## src/rtl/button_pkg.sv

```systemverilog
// Shared types and 100 MHz default timing for the front-panel button conditioner.
package button_pkg;

  typedef enum logic [1:0] {
    RELEASED,
    ARM_PRESS,
    PRESSED,
    ARM_RELEASE
  } btn_state_e;

  // 10 ms stability window, 500 ms initial repeat delay, 100 ms repeat period
  localparam int unsigned DEF_STABLE_CYCLES = 1_000_000;
  localparam int unsigned DEF_REPEAT_DELAY  = 50_000_000;
  localparam int unsigned DEF_REPEAT_PERIOD = 10_000_000;

  // Counter width for a count that reaches n-1; never narrower than one bit
  function automatic int unsigned ctr_width(input int unsigned n);
    return (n < 2) ? 1 : $clog2(n);
  endfunction

  function automatic int unsigned max_u(input int unsigned a, input int unsigned b);
    return (a > b) ? a : b;
  endfunction

endpackage

```

## src/rtl/button_channel.sv

```systemverilog
// One button channel: two-flop synchroniser, stability-count debounce FSM and auto-repeat timer.
module button_channel
  import button_pkg::*;
#(
  parameter int unsigned STABLE_CYCLES = DEF_STABLE_CYCLES,
  parameter int unsigned REPEAT_DELAY  = DEF_REPEAT_DELAY,
  parameter int unsigned REPEAT_PERIOD = DEF_REPEAT_PERIOD
) (
  input  logic clk_i,
  input  logic reset_i,
  input  logic raw_i,
  input  logic repeat_en_i,
  output logic db_o,
  output logic press_o,
  output logic release_o,
  output logic repeat_o
);

  localparam int unsigned CNT_W = ctr_width(STABLE_CYCLES);
  localparam int unsigned RC_W  = ctr_width(max_u(REPEAT_DELAY, REPEAT_PERIOD));

  localparam logic [CNT_W-1:0] CNT_LAST    = CNT_W'(STABLE_CYCLES - 1);
  localparam logic [RC_W-1:0]  DELAY_LAST  = RC_W'(REPEAT_DELAY - 1);
  localparam logic [RC_W-1:0]  PERIOD_LAST = RC_W'(REPEAT_PERIOD - 1);

  logic [1:0]       sync_q;
  logic             s;
  btn_state_e       state_q, state_d;
  logic [CNT_W-1:0] cnt_q, cnt_d;
  logic [RC_W-1:0]  rc_q, rc_d;
  logic [RC_W-1:0]  rc_last;
  logic             first_q, first_d;
  logic             press_q, press_d;
  logic             release_q, release_d;
  logic             repeat_q, repeat_d;

  assign s = sync_q[1];

  // Synchronise the asynchronous raw input into the clk domain
  always_ff @(posedge clk_i) begin
    if (reset_i) sync_q <= '0;
    else         sync_q <= {sync_q[0], raw_i};
  end

  // State, counters and registered strobes
  always_ff @(posedge clk_i) begin
    if (reset_i) begin
      state_q   <= RELEASED;
      cnt_q     <= '0;
      rc_q      <= '0;
      first_q   <= 1'b1;
      press_q   <= 1'b0;
      release_q <= 1'b0;
      repeat_q  <= 1'b0;
    end else begin
      state_q   <= state_d;
      cnt_q     <= cnt_d;
      rc_q      <= rc_d;
      first_q   <= first_d;
      press_q   <= press_d;
      release_q <= release_d;
      repeat_q  <= repeat_d;
    end
  end

  // Debounce transitions and repeat timing; strobes only fire on exclusive transitions
  always_comb begin
    state_d   = state_q;
    cnt_d     = cnt_q;
    rc_d      = rc_q;
    first_d   = first_q;
    press_d   = 1'b0;
    release_d = 1'b0;
    repeat_d  = 1'b0;
    rc_last   = first_q ? DELAY_LAST : PERIOD_LAST;

    unique case (state_q)
      RELEASED: begin
        if (s) begin
          state_d = ARM_PRESS;
          cnt_d   = CNT_W'(1);
        end
      end
      ARM_PRESS: begin
        if (!s) begin
          state_d = RELEASED;
          cnt_d   = '0;
        end else if (cnt_q == CNT_LAST) begin
          state_d = PRESSED;
          press_d = 1'b1;
          rc_d    = '0;
          first_d = 1'b1;
        end else begin
          cnt_d = cnt_q + CNT_W'(1);
        end
      end
      PRESSED: begin
        if (!s) begin
          state_d = ARM_RELEASE;
          cnt_d   = CNT_W'(1);
        end else if (repeat_en_i) begin
          if (rc_q == rc_last) begin
            repeat_d = 1'b1;
            rc_d     = '0;
            first_d  = 1'b0;
          end else begin
            rc_d = rc_q + RC_W'(1);
          end
        end
      end
      ARM_RELEASE: begin
        // rc is left untouched here so a release bounce resumes repeat timing
        if (s) begin
          state_d = PRESSED;
        end else if (cnt_q == CNT_LAST) begin
          state_d   = RELEASED;
          release_d = 1'b1;
        end else begin
          cnt_d = cnt_q + CNT_W'(1);
        end
      end
      default: state_d = RELEASED;
    endcase

    // Disabled repeat pins the timer so re-enabling waits the full initial delay
    if (!repeat_en_i) begin
      rc_d    = '0;
      first_d = 1'b1;
    end
  end

  assign db_o      = (state_q == PRESSED) || (state_q == ARM_RELEASE);
  assign press_o   = press_q;
  assign release_o = release_q;
  assign repeat_o  = repeat_q;

endmodule

```

## src/rtl/button_bank_debouncer.sv

```systemverilog
// N-channel pushbutton conditioner: per-channel polarity inversion, debounce and strobes.
module button_bank_debouncer
  import button_pkg::*;
#(
  parameter int unsigned     N_CH          = 5,
  parameter int unsigned     STABLE_CYCLES = DEF_STABLE_CYCLES,
  parameter int unsigned     REPEAT_DELAY  = DEF_REPEAT_DELAY,
  parameter int unsigned     REPEAT_PERIOD = DEF_REPEAT_PERIOD,
  parameter logic [N_CH-1:0] INVERT        = '0
) (
  input  logic            clk_i,
  input  logic            reset_i,
  input  logic [N_CH-1:0] button_i,
  input  logic [N_CH-1:0] repeat_en_i,
  output logic [N_CH-1:0] db_o,
  output logic [N_CH-1:0] press_o,
  output logic [N_CH-1:0] release_o,
  output logic [N_CH-1:0] repeat_o,
  output logic            any_press_o
);

  logic any_press_q;

  for (genvar i = 0; i < N_CH; i++) begin : g_ch
    button_channel #(
      .STABLE_CYCLES(STABLE_CYCLES),
      .REPEAT_DELAY (REPEAT_DELAY),
      .REPEAT_PERIOD(REPEAT_PERIOD)
    ) u_ch (
      .clk_i      (clk_i),
      .reset_i    (reset_i),
      .raw_i      (button_i[i] ^ INVERT[i]),
      .repeat_en_i(repeat_en_i[i]),
      .db_o       (db_o[i]),
      .press_o    (press_o[i]),
      .release_o  (release_o[i]),
      .repeat_o   (repeat_o[i])
    );
  end

  // Single summary press strobe for logic that does not care which button
  always_ff @(posedge clk_i) begin
    if (reset_i) any_press_q <= 1'b0;
    else         any_press_q <= |press_o;
  end

  assign any_press_o = any_press_q;

endmodule

```

## config.mk

```make
export PLATFORM = sky130hd
export DESIGN_NAME = button_bank_debouncer
export DESIGN_NICKNAME = d
export VERILOG_FILES = /design/src/rtl/button_pkg.sv /design/src/rtl/button_channel.sv /design/src/rtl/button_bank_debouncer.sv
export SDC_FILE = /design/constraint.sdc
export NUM_CORES = 1
export LEC_CHECK = 0
export ABC_AREA = 1
export ABC_CLOCK_PERIOD_IN_PS = 5400
export CORE_ASPECT_RATIO = 0.7
export CORE_UTILIZATION = 55
export DETAILED_ROUTE_END_ITERATION = 10
export MAX_ROUTING_LAYER = met4
export PLACE_DENSITY = 0.72
export SLEW_MARGIN = 25
export SYNTH_ARGS = -nofsm -noshare
export SYNTH_HDL_FRONTEND = slang
export SYNTH_SLANG_ARGS = --single-unit
export TNS_END_PERCENT = 1
```

## constraint.sdc

```tcl
create_clock -name clk_i -period 5.4 [get_ports clk_i]
set_input_delay 1.62 -clock clk_i [delete_from_list [all_inputs] [get_ports clk_i]]
set_output_delay 1.62 -clock clk_i [all_outputs]
set_load 0.02 [all_outputs]
```

# After elaboration in Yosys (flattened, before gate mapping)
# Cells that the tools add are included.
# W data, S select, Z words.
dict set report word_totals {
  regBits 271
  in_bits 12
}
dict set report op_classes {
  addsub 10
  eq_ne 70
  n_mux 130
  bitwise_logic 25
  n_reduce_logical 56
}
# cell n
set ops {}
lappend ops {{$mux W26} 25}
lappend ops {{$mux W20} 25}
lappend ops {{$pmux W20 S4} 5}
lappend ops {{$pmux W26 S2} 5}
lappend ops {{$add A26 B1 Y26 const B} 5}
lappend ops {{$eq A26 B26 Y1} 5}
lappend ops {{$add A20 B1 Y20 const B} 5}
lappend ops {{$eq A20 B20 Y1 const B} 5}
lappend ops {{$mux W2} 30}
lappend ops {{$ne A2 B1 Y1 const B} 25}
lappend ops {{$pmux W2 S4} 5}
lappend ops {{$reduce_and A4 Y1} 10}
lappend ops {{$mux W1} 30}
lappend ops {{$reduce_or A3 Y1} 10}
lappend ops {{$not A1 Y1} 25}
lappend ops {{$reduce_and A5 Y1} 5}
lappend ops {{$eq A2 B2 Y1 const B} 10}
lappend ops {{$ne A2 B2 Y1 const B} 10}
lappend ops {{$reduce_or A4 Y1} 5}
lappend ops {{$ne A3 B1 Y1 const B} 5}
lappend ops {{$ne A3 B3 Y1 const B} 5}
lappend ops {{$reduce_and A3 Y1} 5}
lappend ops {{$eq A2 B1 Y1 const B} 5}
lappend ops {{$logic_not A2 Y1} 5}
lappend ops {{5 further kinds} 21}

# Longest topological paths before layout
dict set report logic_depth {
  word_depth 5
  mapped_depth 14
  mapped_depth_nobuf 13
}

# By module
# Synthesis repeated with hierarchy kept, for this count alone.
dict set report hier_totals {
  hier_cells 2549
  area_unflattened_um2 16000.3
}
# mod instances cells_per_inst area_per_inst_um2
set modules_own_cells {}
lappend modules_own_cells {{button_channel (g_ch[0].u_ch ...)} 3 511 3208.1}
lappend modules_own_cells {{button_channel (g_ch[1].u_ch ...)} 2 504 3164.3}
lappend modules_own_cells {button_bank_debouncer 1 8 47.5}

# Least setup slack after synthesis
# Ideal clock, no wire load.
dict set report synth_timing {
  kind {input to register}
  from {input reset_i}
  to {register g_ch[4].u_ch.rc_q[10]}
  setup_ps 64
  arrival_time_ps 2698
  required_ps 5336
  slack_ps 2638
  stages 8
  n_path_buf 3
  path_cell_list {clkbuf_1 inv_1 buf_2 nand2_1 a21oi_4 inv_2 buf_4 nor2_1}
}
dict set report synth_via {
  elab_chain_cells 1
}
# item line
set synth_rtl {}
lappend synth_rtl {{start: declaration} button_bank_debouncer.sv:12} ;# input logic reset_i,
lappend synth_rtl {{$reduce_or A2 Y1 (no line)} n/a}
lappend synth_rtl {{end signal: assignment} button_channel.sv:58} ;# rc_q <= rc_d;
lappend synth_rtl {{end: declaration} button_channel.sv:30} ;# logic [RC_W-1:0] rc_q, rc_d;
# No other way between the ends.
# A chain may end at the register's enable or synchronous reset.

# Final worst setup path
dict set report layout_timing {
  from {register g_ch[4].u_ch.state_q[0]}
  to {output db_o[4]}
}
dict set report layout_via {
  elab_chain_cells 2
}
# item line
set layout_rtl {}
lappend layout_rtl {{start: declaration} button_channel.sv:28} ;# btn_state_e state_q, state_d;
lappend layout_rtl {{start signal: assignment} button_channel.sv:56} ;# state_q <= state_d;
lappend layout_rtl {{$eq A2 B2 Y1} button_channel.sv:132} ;# assign db_o = (state_q == PRESSED) || (state_q == ARM_RELEASE);
lappend layout_rtl {{$logic_or A1 B1 Y1 (*)} button_channel.sv:132}
lappend layout_rtl {{end: declaration} button_bank_debouncer.sv:15} ;# output logic [N_CH-1:0] db_o,
# Mark *: on every way between the ends. The rest lies on a longest branch, timed or not.

==> run metrics <==
Worst slew margin around a third; Max Cap Viol 0; top-count cell post-synth nand2_1; drt wl/cell 13.0 µm; total global-route track usage between 20% and 30%; post-synthesis register bit count 271; post-CTS sizing 0; Critical Path Slowest Stage Cell clkdlybuf4s50_1; Max Freq 252 MHz; CP arrival 2.35 ns; Inserted Clock Buffers 28; unrepaired setup endpoints after global routing no; fin worst setup slack roughly 1.4 ns; ANT cells 0; Tcrit/Tclk final roughly three quarters; routed wire length 39,500 µm; critical path's most frequent cell inv_1; vias in the first global route between 10,000 and 15,000; port bufs 32; Post-synth EDFFs 0; Die Wd 207 µm; fraction of registers with async set or reset after synthesis 0%; Syn Nets ~2,700; Synth Area in Compound Gates about 8.4%; first-pass GRT wire length just under 70,000 µm; Yosys top cell area share 33.4%; Commonest cells post-synth nand2_1, nor2_1, inv_1; Hold Fails Final Rpt 0; CP endpoint kind output pin; post-placement cell count between 2,000 and 3,000; root buf cell clkbuf_16; status completed; total area of sequential cells 5430 µm²; vias 16,200; Final Power roughly 0.0053 W; Post-Synth Simple-Gate Area 43.4%; DRC 0; Leak 6.77 nW; Finish-stage setup viols 0; biggest cell delay along the critical path between 0.6 and 0.7 ns; clock slew at reported path FFs around 0.06 ns; combinational family with the most area after synthesis simple AND/OR/NAND/NOR gates; Final HPWL DP around 29,000 µm; number of post-CTS setup repair buffers 0; Routed Antenna Nets 0; worst hold path class reg2reg; CTS Hold Buffers Added 0; vias per inst roughly 5.3; Initial Util 56.1%; Final Instance Count excl. Fillers 3,042; post-synthesis xor/xnor area fraction under 10%; CP required 3.78 ns; Post-Synthesis Cells ~2,600; # rows 52; peak supply drop between 0.2 and 0.25 mV; mux share of post-synthesis cell area 0%; Adder-Cell Fraction of Synth Area 2.31%; top cells by area, synth dfxtp_1, nand2_1, nor2_1; startpoint types register; Clock Latency Late Sink ~0.56 ns; # IOs 33; clk_skew approximately 0.014 ns; Pre-antenna DRT Iters 5; multi-input logic area slightly above 9000 µm²; initial antenna violation count 0; setup TNS 0 ns; initial drt markers 1,539; post-synth top area cell dfxtp_1; Synth warnings 0; mapped cell area 16,200 µm²; fraction of layout cells with a size suffix above 1 under 10%; gp weighted congestion between 0.9 and 1; grt total ovfl 0; H-tree levels 1; fin crit period between 3 and 4 ns; CTS tree built; Max Slew Vio Count 0; post-synthesis cell type count 46; largest net degree at the start of global routing 33; core area about 29,000 µm²; Seq/Total Area, Yosys 33.4%; fillers around 2,700; die area about 30,000 µm²; CP Max Fanout 9; final hold slack around 0.4 ns; # nets final around 2,700; critical path cell sequence inv_1, ha_1, inv_1, nand2_1, clkdlybuf4s50_1; Placement Setup Slack about 1.6 ns; Worst-Margin Slew between 1 and 1.5 ns; Synth Flop Type dfxtp_1; CTS sink cnt approximately 270; Area Overhead vs Synth 8.45%; maximum buffer depth of the clock tree 3; power per standard cell area 301 nW/µm²; critical path class reg2out; Die H roughly 150 µm; syn_area_per_cell 6.14 µm²
metal layers:
metal | track usage (%) | routed length (µm)
met5 | - | 0
met4 | 4.70 | 588
met3 | 3.34 | 2740
met2 | 38.6 | 15900
met1 | 40.0 | 20200
logic make-up after synthesis:
family | after synthesis
compound gates | 241
buf+inv | 421
flops | 271
simple gates | 1650
fa+ha+maj | 30
xor+xnor | 31
critical path: cells and delay by family (launching register included):
kind / cells / cell delay [ns]
buffers and inverters: 3 / 0.90
adder cells (fa/ha/maj): 1 / 0.38
flip-flops: 1 / 0.34
AND/OR/NAND/NOR: 1 / 0.16
path summary, 6_finish.rpt:
kind,startpoint,endpoint,slack (ns),cells past startpoint
max,g_ch[4].u_ch.state_q[0],db_o[4],1.43,5
min,g_ch[2].u_ch.sync_q[0],g_ch[2].u_ch.sync_q[1],0.40,2
max reg2reg,g_ch[3].u_ch.state_q[0],g_ch[3].u_ch.cnt_q[15],2.57,9
min reg2reg,g_ch[2].u_ch.sync_q[0],g_ch[2].u_ch.sync_q[1],0.40,2
placed cells by master (no fill, tap or decap), types with 2 or more instances in the layout:
cell type / instances
a31oi_1: 2
nand3_2: 6
nand3b_1: 4
clkbuf_1: 6
nor3_2: 4
nand2_2: 15
nor3_1: 94
nand4_1: 98
o21ai_0: 94
o21bai_1: 15
a21oi_4: 3
bufinv_16: 3
clkdlybuf4s50_1: 32
o21ai_1: 5
nand3_1: 208
nor2_1: 518
clkinv_2: 6
dfxtp_1: 271
clkbuf_16: 29
or2_2: 3
clkbuf_8: 8
a21oi_1: 105
xnor2_1: 4
nand2_1: 675
nor4_1: 9
nor2_2: 5
nor3_4: 2
inv_1: 341
buf_4: 4
o21a_1: 3
ha_1: 30
xor2_1: 27
a21boi_4: 3
inv_2: 11
nand2_4: 3
a211oi_1: 5
stage by stage:
stage | util [%] | area, µm²
after CTS | 60.8 | 17600
after floorplan | - | 16200
after global placement | 57.4 | 16600
after global routing | 60.8 | 17600
after detailed placement | 57.4 | 16600
final | 60.8 | 17600
where the power goes:
group | leakage, nW | switching [W] | total [W] | internal [W]
Combinational | 4.10 | 0.000774 | 0.00108 | 0.000306
Sequential | 2.19 | 0.0000826 | 0.00216 | 0.00208
Clock | 0.484 | 0.000828 | 0.00206 | 0.00123
final cells by class:
cell class                 count  area share, %
timing repair buffer          36           1.99
sequential                   271           30.8
inverter                     353           7.53
multi-input combinational   1952           51.4
clock buffer                  43           4.87
tap                          378           2.69
clock inverter                 9          0.696
sequential cells by signal, summed over array words and instances, names as in the netlist, named ones only:
| signal | count |
|---|---|
| g_ch.u_ch.cnt_q | 100 |
| g_ch.u_ch.repeat_o | 5 |
| g_ch.u_ch.release_o | 5 |
| g_ch.u_ch.press_o | 5 |
| g_ch.u_ch.first_q | 5 |
| g_ch.u_ch.rc_q | 130 |
| g_ch.u_ch.state_q | 5 |
| g_ch.u_ch.sync_q | 10 |
| any_press_o | 1 |
Power figures use the tool's default switching activity.
